`src/rtl/id_stage_ctrl_pkg.sv`:
```
`timescale 1ns/1ps
`default_nettype none
// ============================================================================
//  Module  : id_stage_ctrl_pkg
//  Purpose : Shared opcode constants, NOP encoding, decode-stage state
//            encodings and register-usage helpers for id_stage_ctrl.
//  Revision: 1.0  initial release
// ============================================================================
package id_stage_ctrl_pkg;

  localparam logic [6:0] OPCODE_LUI    = 7'b0110111;
  localparam logic [6:0] OPCODE_AUIPC  = 7'b0010111;
  localparam logic [6:0] OPCODE_JAL    = 7'b1101111;
  localparam logic [6:0] OPCODE_JALR   = 7'b1100111;
  localparam logic [6:0] OPCODE_BRANCH = 7'b1100011;
  localparam logic [6:0] OPCODE_LOAD   = 7'b0000011;
  localparam logic [6:0] OPCODE_STORE  = 7'b0100011;
  localparam logic [6:0] OPCODE_OP_IMM = 7'b0010011;
  localparam logic [6:0] OPCODE_R_TYPE = 7'b0110011;

  // addi x0, x0, 0
  localparam logic [31:0] NOP_INSTR = 32'h0000_0013;

  typedef enum logic [1:0] {
    ID_EMPTY    = 2'd0,
    ID_FULL     = 2'd1,
    ID_LU_STALL = 2'd2
  } id_state_e;

  // U-type and JAL carry immediate bits in the rs1 field; it must not be
  // treated as a register read.
  function automatic logic uses_rs1(input logic [6:0] opcode);
    return !((opcode == OPCODE_LUI) || (opcode == OPCODE_AUIPC) ||
             (opcode == OPCODE_JAL));
  endfunction

  function automatic logic uses_rs2(input logic [6:0] opcode);
    return (opcode == OPCODE_R_TYPE) || (opcode == OPCODE_STORE) ||
           (opcode == OPCODE_BRANCH);
  endfunction

endpackage
`default_nettype wire

```
`src/rtl/id_stage_ctrl_hazard_detect.sv`:
```
`timescale 1ns/1ps
`default_nettype none
// ============================================================================
//  Module  : hazard_detect
//  Purpose : Combinational load-use hazard check between the instruction in
//            ID (decoded fields) and a load sitting in ID/EX.
//  Ports   : opcode/rs1/rs2  decoded fields of the ID instruction
//            ex_valid        ID/EX holds a live instruction
//            ex_is_load      ID/EX instruction is a load
//            ex_rd           destination of the ID/EX instruction
//            hazard          ID instruction reads the pending load result
//  Revision: 1.0  initial release
// ============================================================================
module hazard_detect
  import id_stage_ctrl_pkg::*;
(
  input  logic [6:0] opcode,
  input  logic [4:0] rs1,
  input  logic [4:0] rs2,
  input  logic       ex_valid,
  input  logic       ex_is_load,
  input  logic [4:0] ex_rd,
  output logic       hazard
);

  always_comb begin
    // x0 is hardwired zero, so a load to it never produces a dependency.
    hazard = ex_valid && ex_is_load && (ex_rd != 5'd0) &&
             ((uses_rs1(opcode) && (rs1 == ex_rd)) ||
              (uses_rs2(opcode) && (rs2 == ex_rd)));
  end

endmodule
`default_nettype wire

```
`src/rtl/id_stage_ctrl.sv`:
```
`timescale 1ns/1ps
`default_nettype none
// ============================================================================
//  Module  : id_stage_ctrl
//  Purpose : Decode-stage sequencer. Owns the IF/ID and ID/EX registers,
//            feeds the external decoder, inserts one bubble per load-use
//            pair and flushes younger work on an EX redirect.
//  Ports   : if_valid/if_instr/if_pc    fetch side, accepted when id_ready
//            id_ready                   ID can accept (no path from if_valid)
//            id_instr                   IF/ID instruction to the decoder
//            dec_opcode/rs1/rs2/rd      decoder fields of id_instr
//            ex_valid/ex_instr/ex_pc    ID/EX contents, consumed on ex_ready
//            redirect                   taken branch/jump in EX, flush
//            stall_count/flush_count    saturating event counters
//  Revision: 1.0  initial release
// ============================================================================
module id_stage_ctrl
  import id_stage_ctrl_pkg::*;
#(
  parameter int CNT_W = 16,
  parameter int XLEN  = 32
) (
  input  logic             clk,
  input  logic             rst,
  input  logic             if_valid,
  input  logic [XLEN-1:0]  if_instr,
  input  logic [XLEN-1:0]  if_pc,
  output logic             id_ready,
  output logic [XLEN-1:0]  id_instr,
  input  logic [6:0]       dec_opcode,
  input  logic [4:0]       dec_rs1,
  input  logic [4:0]       dec_rs2,
  input  logic [4:0]       dec_rd,
  output logic             ex_valid,
  output logic [XLEN-1:0]  ex_instr,
  output logic [XLEN-1:0]  ex_pc,
  input  logic             ex_ready,
  input  logic             redirect,
  output logic [CNT_W-1:0] stall_count,
  output logic [CNT_W-1:0] flush_count
);

  id_state_e        state_q, state_d;
  logic [XLEN-1:0]  id_instr_q, id_instr_d;
  logic [XLEN-1:0]  id_pc_q, id_pc_d;
  logic             ex_valid_q, ex_valid_d;
  logic [XLEN-1:0]  ex_instr_q, ex_instr_d;
  logic [XLEN-1:0]  ex_pc_q, ex_pc_d;
  logic [4:0]       ex_rd_q, ex_rd_d;
  logic             ex_is_load_q, ex_is_load_d;
  logic [CNT_W-1:0] stall_count_q, stall_count_d;
  logic [CNT_W-1:0] flush_count_q, flush_count_d;

  logic id_valid;
  logic ex_hazard;
  logic hazard;
  logic ex_free;
  logic advance;
  logic accept;

  hazard_detect u_hazard_detect (
    .opcode     (dec_opcode),
    .rs1        (dec_rs1),
    .rs2        (dec_rs2),
    .ex_valid   (ex_valid_q),
    .ex_is_load (ex_is_load_q),
    .ex_rd      (ex_rd_q),
    .hazard     (ex_hazard)
  );

  always_comb begin
    id_valid = (state_q != ID_EMPTY);
    hazard   = id_valid && ex_hazard;
    ex_free  = !ex_valid_q || ex_ready;
    advance  = id_valid && ex_free && !hazard;
    // Depends only on state, ex_ready, decode fields and redirect.
    id_ready = !redirect && (!id_valid || advance);
    accept   = if_valid && id_ready;

    state_d       = state_q;
    id_instr_d    = id_instr_q;
    id_pc_d       = id_pc_q;
    ex_valid_d    = ex_valid_q;
    ex_instr_d    = ex_instr_q;
    ex_pc_d       = ex_pc_q;
    ex_rd_d       = ex_rd_q;
    ex_is_load_d  = ex_is_load_q;
    stall_count_d = stall_count_q;
    flush_count_d = flush_count_q;

    if (redirect) begin
      // Everything younger than the resolving branch is discarded; a pending
      // bubble is irrelevant once ID is emptied.
      state_d    = ID_EMPTY;
      ex_valid_d = 1'b0;
      if (flush_count_q != {CNT_W{1'b1}}) begin
        flush_count_d = flush_count_q + CNT_W'(1);
      end
    end else begin
      if (accept) begin
        id_instr_d = if_instr;
        id_pc_d    = if_pc;
      end

      unique case (state_q)
        ID_EMPTY: begin
          if (accept) state_d = ID_FULL;
        end
        ID_FULL, ID_LU_STALL: begin
          // In LU_STALL EX holds the bubble, so advance is always true and
          // the same load can never trigger a second bubble.
          if (advance) begin
            state_d = accept ? ID_FULL : ID_EMPTY;
          end else if (hazard && ex_ready) begin
            state_d = ID_LU_STALL;
            if (stall_count_q != {CNT_W{1'b1}}) begin
              stall_count_d = stall_count_q + CNT_W'(1);
            end
          end else begin
            state_d = ID_FULL;
          end
        end
        default: state_d = ID_EMPTY;
      endcase

      if (advance) begin
        ex_valid_d   = 1'b1;
        ex_instr_d   = id_instr_q;
        ex_pc_d      = id_pc_q;
        ex_rd_d      = dec_rd;
        ex_is_load_d = (dec_opcode == OPCODE_LOAD);
      end else if (ex_ready) begin
        ex_valid_d = 1'b0;
      end
    end
  end

  always_ff @(posedge clk) begin
    if (rst) begin
      state_q       <= ID_EMPTY;
      id_instr_q    <= XLEN'(NOP_INSTR);
      id_pc_q       <= '0;
      ex_valid_q    <= 1'b0;
      ex_instr_q    <= XLEN'(NOP_INSTR);
      ex_pc_q       <= '0;
      ex_rd_q       <= 5'd0;
      ex_is_load_q  <= 1'b0;
      stall_count_q <= '0;
      flush_count_q <= '0;
    end else begin
      state_q       <= state_d;
      id_instr_q    <= id_instr_d;
      id_pc_q       <= id_pc_d;
      ex_valid_q    <= ex_valid_d;
      ex_instr_q    <= ex_instr_d;
      ex_pc_q       <= ex_pc_d;
      ex_rd_q       <= ex_rd_d;
      ex_is_load_q  <= ex_is_load_d;
      stall_count_q <= stall_count_d;
      flush_count_q <= flush_count_d;
    end
  end

  assign id_instr    = id_instr_q;
  assign ex_valid    = ex_valid_q;
  assign ex_instr    = ex_instr_q;
  assign ex_pc       = ex_pc_q;
  assign stall_count = stall_count_q;
  assign flush_count = flush_count_q;

endmodule
`default_nettype wire
```
`config.mk`:
```
export PLATFORM = sky130hd
export DESIGN_NAME = id_stage_ctrl
export DESIGN_NICKNAME = d
export VERILOG_FILES = /design/src/rtl/id_stage_ctrl_pkg.sv /design/src/rtl/id_stage_ctrl_hazard_detect.sv /design/src/rtl/id_stage_ctrl.sv
export SDC_FILE = /design/constraint.sdc
export NUM_CORES = 1
export LEC_CHECK = 0
export ABC_AREA = 1
export ABC_CLOCK_PERIOD_IN_PS = 2250
export CAP_MARGIN = 25
export CORE_AREA = 3 3 127 129
export DETAILED_ROUTE_END_ITERATION = 6
export DIE_AREA = 0 0 130 132
export GPL_TIMING_DRIVEN = 1
export PLACE_DENSITY = 0.87
export SYNTH_ARGS = -nofsm -noshare
export SYNTH_HDL_FRONTEND = slang
export SYNTH_HIERARCHICAL = 1
export SYNTH_SLANG_ARGS = --single-unit
```
`constraint.sdc`:
```
create_clock -name clk -period 2.25 [get_ports clk]
set_clock_uncertainty 0.2 [all_clocks]
set_input_delay 0.3375 -clock clk [delete_from_list [all_inputs] [get_ports clk]]
set_output_delay 0.3375 -clock clk [all_outputs]
set_load 0.02 [all_outputs]
```
Yosys cells after proc, flatten, opt, wreduce, memory -nomap -nowiden. Cells that the tools add are included. W data, S select, Z words.

Register bits: 169. Bits in writable memories: 0. Word-level logic and storage cells: 68. Bits in latches: 0. Bits in read-only memories: 0. Bits of input ports: 91. Memories kept: 0. Output and inout bits: 130.

Muxes and demuxes: 7. $add $sub $neg: 2. Shifts and indexed selects: 0. Reductions and logical operators: 33. $mul: 0. Equality and inequality tests: 14. Bitwise operators: 2. Divide/modulo/power cells: 0. $lt $le $gt $ge: 0.

Operator list (number): $add A16 B1 Y16 const B (2); $ne A16 B16 Y1 const B (2); $eq A7 B6 Y1 const B (3); $eq A7 B7 Y1 const B (2); $logic_and A1 B1 Y1 (11); $eq A5 B5 Y1 (2); $eq A7 B2 Y1 const B (1); $eq A7 B5 Y1 const B (1); $logic_or A1 B1 Y1 (7); $mux W2 (3); $reduce_and A2 Y1 (3); $logic_not A1 Y1 (5); $reduce_and A5 Y1 (1); $reduce_bool A5 Y1 (1); $pmux W2 S2 (1); $reduce_bool A2 Y1 (2); $reduce_or A2 Y1 (2); $mux W1 (3); $eq A2 B1 Y1 const B (1); $eq A2 B2 Y1 const B (1); $logic_not A2 Y1 (1); $ne A2 B2 Y1 const B (1); $not A1 Y1 (2).

Depth between registers and ports, before layout. Gate-level depths: netlist of run 1.

Word-level depth: 16. Mapped depth: 17. Gate-level depth less buffers: 16.

Modules after synthesis. Netlist of run 1, hierarchy kept.

By module, submodules not included: id_stage_ctrl (area each 6729.0 um^2, cells an instance 925, seq. area each 3383.2 um^2, instances 1); hazard_detect (area each 267.8 um^2, cells an instance 62, seq. area each 0.0 um^2, instances 1).

Worst setup path after synthesis of run 1. Ideal clock, no wire load.

Path type: input to register. Start point: in dec_opcode[6]. End point: reg id_pc_q[0]. Setup time: 116 ps. Data arrival time: 1870 ps. Setup slack: 64 ps. Data required time: 1934 ps. Path buffers: 2. Stages on the path: 16. Cells stage by stage: nand2_1 > inv_2 > nor2_1 > nand3_1 > nand2_1 > nor2_1 > nor2_1 > nor2_1 > inv_1 > nand3_2 > a21oi_2 > nand2_1 > buf_4 > clkbuf_1 > o21ai_0 > nor2_1.

Longest elaborated chain between the ends: 14. Elaborated cells between the ends (all ways): 22. Classes of those cells: eq/ne (6); reduce/logical (16).

RTL lines: from (decl) (line id_stage_ctrl.sv:30) `input logic [6:0] dec_opcode,`; $eq A7 B6 Y1 or $eq A7 B5 Y1 (tied branches) (line id_stage_ctrl_pkg.sv:33) `return !((opcode == OPCODE_LUI) || (opcode == OPCODE_AUIPC) ||`; $logic_or A1 B1 Y1 (2 in a row) (line id_stage_ctrl_pkg.sv:33); $logic_not A1 Y1 (line id_stage_ctrl_pkg.sv:33); $logic_and A1 B1 Y1 (line id_stage_ctrl_hazard_detect.sv:29) `((uses_rs1(opcode) && (rs1 == ex_rd)) ||`; $logic_or A1 B1 Y1 * (line id_stage_ctrl_hazard_detect.sv:29); $logic_and A1 B1 Y1 * (line id_stage_ctrl_hazard_detect.sv:28) `hazard = ex_valid && ex_is_load && (ex_rd != 5'd0) &&`; named net ex_hazard (line id_stage_ctrl.sv:55) `logic ex_hazard;`; $logic_and A1 B1 Y1 * (line id_stage_ctrl.sv:73) `hazard = id_valid && ex_hazard;`; $logic_not A1 Y1 * (line id_stage_ctrl.sv:75) `advance = id_valid && ex_free && !hazard;`; $logic_and A1 B1 Y1 * (line id_stage_ctrl.sv:75); $logic_or A1 B1 Y1 * (line id_stage_ctrl.sv:77) `id_ready = !redirect && (!id_valid || advance);`; $logic_and A1 B1 Y1 * (line id_stage_ctrl.sv:77); named net id_ready (line id_stage_ctrl.sv:28) `output logic id_ready,`; $logic_and A1 B1 Y1 * (line id_stage_ctrl.sv:78) `accept = if_valid && id_ready;`; $reduce_and A2 Y1 (no source line) *; to (signal assigned) (line id_stage_ctrl.sv:153) `id_pc_q <= id_pc_d;`; to (decl) (line id_stage_ctrl.sv:45) `logic [XLEN-1:0] id_pc_q, id_pc_d;`.

Mark *: on every way through the listed nets, which the timed path passes. The rest lies on a longest branch. A chain may end at the register's enable or synchronous reset.

Worst setup path after layout of run 1.
Start point: in dec_rs2[0]. End point: out id_ready.

Longest elaborated chain between the ends: 9.

RTL lines: from (decl) (line id_stage_ctrl.sv:32) `input logic [4:0] dec_rs2,`; $eq A5 B5 Y1 (line id_stage_ctrl_hazard_detect.sv:30) `(uses_rs2(opcode) && (rs2 == ex_rd)));`; $logic_and A1 B1 Y1 (line id_stage_ctrl_hazard_detect.sv:30); $logic_or A1 B1 Y1 (line id_stage_ctrl_hazard_detect.sv:29); $logic_and A1 B1 Y1 (line id_stage_ctrl_hazard_detect.sv:28); named net ex_hazard (line id_stage_ctrl.sv:55); $logic_and A1 B1 Y1 (line id_stage_ctrl.sv:73); $logic_not A1 Y1 (line id_stage_ctrl.sv:75); $logic_and A1 B1 Y1 (line id_stage_ctrl.sv:75); $logic_or A1 B1 Y1 (line id_stage_ctrl.sv:77); $logic_and A1 B1 Y1 (line id_stage_ctrl.sv:77); to (decl) (line id_stage_ctrl.sv:28).

The timed path passes the listed nets, and every way through them passes these cells.

==> results.yml, run 1 <==
placement:
  gp_congestion: 0.903
  pre_cts_slack_ns: -0.781
  port_buffers: 220
  dp_hpwl_mm: 13.7
synth:
  synth_edf_count: 0
  ys_seq_area_frac: 0.484
  ys_types: 30
  avgSynthCellArea_um2: 7.09
  syn_nets: 1082
  synth-seq-cells: 169
  async_flop_share: 0
  synth_cells: 987
  yosysWarnings: 6
  synth-main-ff-cell: "dfxtp_1"
  netlist_area_mm2: 0.00700
clocking:
  cts_root_buf: "clkbuf_16"
  cts_tree: "built"
  cts_max_level: 4
  clkLatencyLatePin_ns: 0.42
  cts_made_buffers: 17
  clk_path_buf_depth: 2
  clkSinkCount: 169
  path_clk_slew_ns: 0.06
  hold_buffers: 0
power_and_ir_drop:
  swShare: 0.257
  power_frac_seq: 0.447
  pwr-share-comb: 0.145
  clockPowerShare: 0.407
  power.density_mw_per_mm2: 654
  switching_power_mw: 1.85
  p_int_mw: 5.35
  vdd_drop_max_mv: 0.526
  p_leak_nw: 4.44
critical_path:
  cp_max_fo: 2
  cp_cell_sequence: "clkdlybuf4s50_1, inv_1, nand2_1, nand2_1, nand3_2, nor2_2, nor2_2, nor2_4, inv_2, nand3_4, a21oi_4, buf_4"
  path_delay_family: "buffers and inverters"
  r2r_start: "ex_rd_q[3]"
  arrival_ns: 1.82
  critPathKind: "primary input to output port"
  critPathLaunch: "dec_rs2[0]"
  cp_data_required_time_ns: 1.71
  max_stage_delay_ns: 0.48
  path_buf_inv: 4
  cp-start-kind: "primary input"
  slowest_stage: "clkdlybuf4s50_1"
  crit_path_end_kind: "output port"
sta:
  worst_pin_slew_ns: 0.529
  relSlewSlack: 0.646
  grt_setup_unrepaired: "true"
  timing.final.crit_share: 1.05
  setup_ws_ns: -0.107
  tns_ns: -1.66
  finalHoldViolations: 0
  min_period_ns: 2.36
  maxSlewViolCount: 0
  max_freq_mhz: 424
  finalSetupViolCount: 43
min_path:
  hp-start: "dec_opcode[0]"
  worstHoldPathType: "primary input to flip-flop"
status:
  status: "complete, but fails checks"
  violations: "negative setup slack"
detailed_routing:
  ant_nets: 0
  drc: 0
  drtIter0Drc: 503
  via_per_inst: 5.30
  routed_wl_mm: 24.2
  drt_pass1_iterations: 6
  avgRoutedWirePerCell_um: 17.0
  dr_total_vias: 7565
layout:
  fin_nets: 1322
  post-route-util: 0.727
  drive_gt1_frac: 0.159
  synthToLayoutAreaGrowth_pct: 57.5
  fillCellCount: 1086
global_routing:
  grt_pass1_wl_mm: 32.1
  grt_max_degree: 75
  antenna_found_initial: 1
  overflow: 0
  grtUsageTotal: 0.229
  grt_pass1_vias: 6813
floorplan:
  die-area_mm2: 0.0172
  die_w_um: 130
  die_height_um: 132
  start_util: 0.462
  core_mm2: 0.0151
  pin_count: 221
  rows: 45
job:
  drv_cap: 0
layout make-up:
| cell class | count | area (µm²) | share of cell area |
|---|---|---|---|
| Clock buffer | 22 | 474 | 0.0430 |
| Clock inverter | 8 | 111 | 0.0101 |
| Sequential cell | 169 | 3390 | 0.308 |
| Timing Repair inverter | 5 | 111 | 0.0101 |
| Antenna cell | 1 | 2.50 | 0.000227 |
| Multi-Input combinational cell | 718 | 3580 | 0.325 |
| Tap cell | 188 | 235 | 0.0213 |
| Timing Repair Buffer | 266 | 2870 | 0.261 |
| Inverter | 50 | 233 | 0.0211 |
layer usage:
metal  up-vias  wire [µm]  global-route usage
met3        48       2220              0.0879
li1       3638          -                   -
met5         -          0                   0
met2       333      12000               0.384
met4         0        583              0.0855
met1      3546       9440               0.264
stage by stage:
step | instances | area (µm²) | power (mW) | hold slack (ns)
detailed placement | 1369 | 9470 | 4.10 | 0.253
CTS | 1401 | 10100 | 7.00 | 0.116
global route | 1427 | 11000 | 7.43 | 0.171
global placement | 1369 | 9470 | 4.08 | 0.240
finish | 1427 | 11000 | 7.20 | 0.133
floorplan | 987 | 7000 | 3.66 | 0.251
cells by family after synthesis:
logic type               Yosys count  share of synthesized area
buffers and inverters            101                     0.0651
flip-flops                       169                      0.484
XOR/XNOR                          14                     0.0175
AND/OR/NAND/NOR                  525                      0.298
AO/OA/AOI/OAI                    174                      0.128
adder cells (fa/ha/maj)            4                    0.00715
power groups by stage:
stage	Clock (mW)	Sequential [mW]	Combinational [mW]
after floorplan	0	3.36	0.304
after global placement	0	3.26	0.817
after detailed placement	0	3.27	0.832
after CTS	2.96	3.20	0.837
after global routing	3.07	3.24	1.12
final	2.93	3.22	1.05
synthesized netlist by cell type (3+ instances only):
| cell | n | area [µm²] |
|---|---|---|
| buf_6 | 8 | 90.1 |
| o21ai_0 | 126 | 631 |
| nor2_2 | 4 | 25.0 |
| inv_1 | 42 | 158 |
| xor2_1 | 8 | 70.1 |
| nand4_1 | 12 | 75.1 |
| ha_1 | 4 | 50.1 |
| xnor2_1 | 6 | 52.6 |
| inv_2 | 7 | 26.3 |
| clkbuf_1 | 38 | 143 |
| dfxtp_1 | 169 | 3380 |
| nor2_1 | 308 | 1160 |
| nand3b_1 | 3 | 22.5 |
| nand2_1 | 158 | 593 |
| o21ai_1 | 10 | 50.1 |
| nand2_2 | 5 | 31.3 |
| a21oi_1 | 32 | 160 |
| nand3_1 | 32 | 160 |
tightest hold or removal path, cell delays in order:
cell and delay (ns):
dlygate4sd2_1 0.21, a41oi_1 0.09, nor2_1 0.07
layout by cell type (no fill, tap or decap), types with 3 or more instances in the layout:
| cell | count |
|---|---|
| nor2_1 | 264 |
| clkdlybuf4s50_1 | 209 |
| dfxtp_1 | 164 |
| nand2_1 | 156 |
| o21ai_1 | 62 |
| inv_1 | 37 |
| o21ai_0 | 37 |
| o21ai_2 | 36 |
| a21oi_1 | 32 |
| nand3_1 | 30 |
| nor2_2 | 29 |
| clkbuf_16 | 26 |
| buf_4 | 21 |
| nor2_4 | 19 |
| nand4_1 | 12 |
| dlygate4sd2_1 | 10 |
| buf_12 | 9 |
| inv_2 | 8 |
| xor2_1 | 8 |
| xnor2_1 | 6 |
| nand2_2 | 4 |
| ha_1 | 4 |
| buf_6 | 4 |
| clkinv_16 | 3 |
| nand3b_1 | 3 |
| nand3_2 | 3 |
| clkbuf_8 | 3 |
| inv_6 | 3 |
| dfxtp_2 | 3 |
flip-flops by register name, summed over array words and instances, names as in the netlist:
name	count
stall_count	16
ex_rd_q	5
ex_is_load_q	1
id_pc_q	32
flush_count	16
ex_instr	32
state_q	2
ex_valid	1
ex_pc	32
id_instr	32
path summary, 6_finish.rpt:
kind | end | depth (start not counted) | slack (ns)
worst min register to register | ex_instr[4] | 2 | 0.27
worst min-delay path | ex_is_load_q | 3 | 0.13
worst max register to register | id_instr[1] | 17 | -0.06
worst max-delay path | id_ready | 12 | -0.11
repair_timing:
action	in CTS	in global routing
pin swaps	13	6
gates resized for setup	30	229
buffers inserted	2	5
cloned	0	20
setup endpoints to repair	81	147
No activity file was read; power rests on OpenSTA's default activity.
==> inputs of run 2 (changes only) <==
Settings changed: ABC_CLOCK_PERIOD_IN_PS 2250 to 2600, PLACE_DENSITY 0.87 to 0.89.
Clock period 2.25 ns to 2.6 ns, I/O delays scaled along.
==> run 2 against run 1 <==
Against the previous run: the run now ends clean; global-route usage is 0.48 points lower; cell count is 1.3% lower; design area is 7.0% lower; via count is 6.0% lower; first-iteration DRC count is 15% lower; worst setup slack better by 0.22 ns; largest power group unchanged.
==> results.yml, run 2 (synthesis results as in run 1) <==
power_and_ir_drop:
  p_leak_nw: 4.24
  vdd_drop_max_mv: 0.427
  power.density_mw_per_mm2: 598
detailed_routing:
  wl_met1_mm: 8.41
  wl_met3_mm: 1.99
  drtIter0Drc: 426
  ant_nets: 0
  drc: 0
  routed.top_layer: "met4"
  routed_wl_mm: 20.5
  avgRoutedWirePerCell_um: 14.6
  dr_total_vias: 7114
  via_per_inst: 5.05
  drt_pass1_iterations: 5
  wl_met2_mm: 9.78
clocking:
  cts_tree: "built"
  clk_path_buf_depth: 2
  path_clk_slew_ns: 0.06
  cts_max_level: 4
  hold_buffers: 0
  clkSinkCount: 169
  clkLatencyLatePin_ns: 0.41
  cts_made_buffers: 17
  cts_root_buf: "clkbuf_16"
critical_path:
  max_stage_delay_ns: 0.50
  crit_top_cell: "nand2_1"
  crit_path_end_kind: "output port"
  cp_cell_sequence: "clkdlybuf4s50_1, inv_1, nand2_1, nand2_1, nor2_1, nand2_1, nor2_2, nor2_1, nor2_2, inv_2, nand3_4, a21oi_4, buf_6"
  critPathKind: "primary input to output port"
  cp_data_required_time_ns: 2.01
  arrival_ns: 1.90
  slowest_stage: "clkdlybuf4s50_1"
  cp_max_fo: 2
  cp-start-kind: "primary input"
global_routing:
  antenna_found_initial: 0
  overflow: 0
  grt_max_degree: 65
  grt_pass1_vias: 6741
  grtUsageTotal: 0.225
  grt_pass1_wl_mm: 31.5
sta:
  finalHoldViolations: 0
  worst_pin_slew_ns: 0.542
  min_period_ns: 2.49
  tns_ns: 0
  relSlewSlack: 0.638
  maxSlewViolCount: 0
  max_freq_mhz: 402
  hold_slack_ns: 0.125
  timing.final.crit_share: 0.957
  finalSetupViolCount: 0
placement:
  port_buffers: 220
  gp_congestion: 0.862
  placed_cell_area_mm2: 0.00951
  placed_cells: 1373
  dp_hpwl_mm: 13.8
layout:
  num_antenna_cells: 0
  post-route-util: 0.676
  fin_area_mm2: 0.0102
  final_common_cell: "nor2_1"
  drive_gt1_frac: 0.0803
  layout_common_cells: "nor2_1, clkdlybuf4s50_1, dfxtp_1"
  synthToLayoutAreaGrowth_pct: 46.4
  fin_nets: 1302
  fillCellCount: 1204
  stdcell_count: 1408
floorplan:
  core_mm2: 0.0151
  rows: 45
  pin_count: 221
  die_w_um: 130
  die-area_mm2: 0.0172
  start_util: 0.462
  die_height_um: 132
min_path:
  worstHoldPathType: "primary input to flip-flop"
status:
  status: "complete, no violations"
job:
  drv_cap: 0
run 2: worst max-delay path: cells and delay by family:
kind | cells | cell delay [ns]
buffers and inverters | 4 | 0.76
AND/OR/NAND/NOR | 8 | 0.69
AO/OA/AOI/OAI | 1 | 0.07
run 2: layout make-up:
type / count / area [µm²] / share of cell area
tap: 188 / 235 / 0.0230
sequential: 169 / 3390 / 0.331
multi-input combinational: 717 / 3210 / 0.313
clock inverter: 12 / 164 / 0.0160
inverter: 50 / 200 / 0.0195
clock buffer: 20 / 447 / 0.0436
timing repair inverter: 1 / 8.76 / 0.000855
timing repair buffer: 251 / 2590 / 0.253
run 2: final timing paths:
path / slack (ns) / depth (start not counted) / to / start
setup reg to reg: 0.18 / 17 / stall_count[1] / ex_rd_q[1]
hold reg to reg: 0.28 / 2 / ex_instr[4] / ex_instr[4]
hold / removal: 0.13 / 3 / ex_is_load_q / dec_opcode[0]
setup / recovery: 0.11 / 13 / id_ready / dec_rs2[3]
run 2: what timing repair did:
action / CTS / global route
cloned: 0 / 2
setup endpoints to repair: 1 / 78
resized for setup: 6 / 29
pin swaps: 0 / 7
buffers inserted: 0 / 1
run 2: layer usage:
layer	GRT usage	vias up
li1	-	3593
met1	0.266	3259
met2	0.373	241
met3	0.0912	21
met4	0.0664	0
met5	0	-
run 2: power by group:
group	total [mW]	internal, mW	switching [mW]	leakage, nW
sequential	2.77	2.70	0.0723	1.38
clock	2.61	1.56	1.06	0.290
combinational	0.744	0.363	0.381	2.57
total	6.13	4.62	1.51	4.24
run 2: stage by stage:
step	power (mW)	worst slack, ns
after global placement	3.54	-0.356
after detailed placement	3.55	-0.392
after global routing	6.35	-0.0517
final	6.13	0.112
after floorplan	3.17	0.362
after CTS	6.15	0.0355
==> inputs of run 3 (changes only) <==
Settings changed: ABC_AREA 1 to not set.
==> run 3 against run 2 <==
Against the previous run: the run now ends with negative setup slack left; design area rose by 5.9%; area after synthesis fell by 1.2%; cell count fell by 8.7%; clock-buffer cell count fell by 1; hold slack improved by 0.12 ns; critical path type is now flip-flop to output port.
==> results.yml, run 3 <==
clocking:
  hold_buffers: 0
  cts_tree: "built"
  path_clk_slew_ns: 0.06
  cts_root_buf: "clkbuf_16"
  cts_max_level: 4
  clkSinkCount: 169
  clk_path_buf_depth: 2
  cts_made_buffers: 17
  clkLatencyLatePin_ns: 0.41
placement:
  port_buffers: 220
  dp_hpwl_mm: 14.2
  placed_cell_area_mm2: 0.00961
  placed_cells: 1230
  gp_congestion: 0.848
floorplan:
  die-area_mm2: 0.0172
  die_height_um: 132
  pin_count: 221
  start_util: 0.456
  core_mm2: 0.0151
  die_w_um: 130
  rows: 45
global_routing:
  grt_max_degree: 74
  grtUsageTotal: 0.260
  grt_pass1_vias: 7118
  overflow: 0
  grt_pass1_wl_mm: 36.2
  antenna_found_initial: 0
status:
  violations: "negative setup slack"
  status: "complete, but fails checks"
layout:
  drive_gt1_frac: 0.145
  final_common_cell: "clkdlybuf4s50_1"
  synthToLayoutAreaGrowth_pct: 56.9
  register_area_mm2: 0.00339
  fin_nets: 1181
  fillCellCount: 1065
  num_antenna_cells: 0
  multi_input_comb_area_mm2: 0.00351
  fin_area_mm2: 0.0108
  stdcell_count: 1285
  layout_common_cells: "clkdlybuf4s50_1, dfxtp_1, nand2_1"
detailed_routing:
  drtIter0Drc: 580
  dr_total_vias: 7357
  drt_pass1_iterations: 5
  avgRoutedWirePerCell_um: 17.9
  routed_wl_mm: 23.1
  ant_nets: 0
  drc: 0
  via_per_inst: 5.73
synth:
  netlist_area_mm2: 0.00691
  yosys.area.top_type: "dfxtp_1"
  synth-main-ff-cell: "dfxtp_1"
  synth-seq-cells: 169
  synth_cells: 845
  syn_nets: 940
  yosysTopAreaCellShare: 0.490
  ys_seq_area_frac: 0.490
  synth_edf_count: 0
  ys_types: 55
  avgSynthCellArea_um2: 8.18
  async_flop_share: 0
  synth.most_common_cell: "dfxtp_1"
  yosysWarnings: 6
  synth_common_cells: "dfxtp_1, nand2_1, a21oi_1"
  synthTopCellsByArea: "dfxtp_1, a21oi_1, nand2_1, nand3_1, o21ai_0"
sta:
  setup_ws_ns: -0.377
  min_period_ns: 2.98
  hold_slack_ns: 0.249
  timing.final.crit_share: 1.15
  worst_pin_slew_ns: 0.696
  finalHoldViolations: 0
  finalSetupViolCount: 151
  max_freq_mhz: 336
  relSlewSlack: 0.534
  grt_setup_unrepaired: "true"
  maxSlewViolCount: 0
critical_path:
  crit_path_end_kind: "output port"
  path_delay_family: "simple AND/OR/NAND/NOR gates"
  max_stage_delay_ns: 0.55
  slowest_stage: "or4_4"
  crit_top_cell: "or4_4"
  cp-start-kind: "flip-flop"
  critPathKind: "flip-flop to output port"
  cp_data_required_time_ns: 2.01
  critPathLaunch: "ex_rd_q[0]"
  arrival_ns: 2.39
  path_buf_inv: 1
  cp_max_fo: 2
  cp_cell_sequence: "or4_4, o211ai_1, a21oi_4, or4_4, o21ai_2, buf_6"
  reg2reg_slack_ns: -0.33
  r2r_start: "ex_rd_q[0]"
min_path:
  worstHoldPathType: "flip-flop to flip-flop"
  hp-start: "id_pc_q[12]"
power_and_ir_drop:
  power.density_mw_per_mm2: 514
  p_leak_nw: 3.80
  vdd_drop_max_mv: 0.493
job:
  drv_cap: 0
==> run 3: changes by cell type in the layout (fill, tap and decap cells not counted), moves of 10 or more <==
| cell | before | now |
|---|---|---|
| nor2_1 | 303 | 13 |
| a21oi_1 | 32 | 143 |
| o21ai_0 | 125 | 69 |
| nand3_1 | 31 | 71 |
| inv_1 | 39 | 9 |
| buf_6 | 1 | 13 |
| nor3_1 | 1 | 12 |
| o21ai_1 | 11 | 0 |
| dlymetal6s2s_1 | 10 | 0 |
| inv_2 | 10 | 0 |
==> run 3: what timing repair did <==
action	CTS	global route
setup buffers	14	2
setup endpoints to repair	152	151
gates cloned	9	0
resized for setup	39	40
pin swaps	34	14
hold endpoints to repair	0	0
==> run 3: report_power, final <==
part / switching [mW] / internal [mW]
logic: 0.254 / 0.289
registers: 0.0371 / 2.65
clock network: 1.06 / 1.28
total: 1.35 / 4.22
==> run 3: worst paths after layout <==
check,cells after the start,end
setup reg to reg,11,ex_rd_q[3]
hold / removal,2,ex_pc[12]
setup / recovery,6,id_ready
hold reg to reg,2,ex_pc[12]
==> run 3: final cells by class <==
| type | count | share of cell area |
|---|---|---|
| Multi-Input combinational cell | 603 | 0.324 |
| Sequential cell | 169 | 0.312 |
| Timing Repair Buffer | 286 | 0.289 |
| Clock buffer | 19 | 0.0418 |
| Tap cell | 188 | 0.0217 |
| Clock inverter | 11 | 0.00842 |
| Inverter | 9 | 0.00311 |
==> run 3: metrics by stage <==
stage	TNS, ns	total power, mW	utilization	worst slack (ns)
final	-29.33	5.57	0.716	-0.377
after global routing	-40.68	5.76	0.716	-0.455
after CTS	-19.46	5.59	0.704	-0.368
after detailed placement	-101.75	3.24	0.634	-0.911
after global placement	-95.69	3.23	0.634	-0.850
after floorplan	-0.808	2.94	-	-0.129
==> run 3: kinds of logic after synthesis <==
logic type | synth area share
mux | 0.00796
compound gates | 0.201
buf+inv | 0.0422
flops | 0.489
fa+ha+maj | 0.00724
simple gates | 0.238
xor+xnor | 0.0139
==> run 3: worst reg2reg max path, delay by kind of cell, from the launching register on <==
kind / cells / cell delay (ns)
AOI/OAI and AO/OA: 3 / 0.42
buffers and inverters: 5 / 0.69
DFF: 1 / 0.32
and+or+nand+nor: 3 / 1.15
==> run 3: layer usage <==
metal  routed length, µm  track usage
met1                9140        0.319
met2               11400        0.426
met3                1830       0.0741
met4                 679        0.106
met5                   0            0
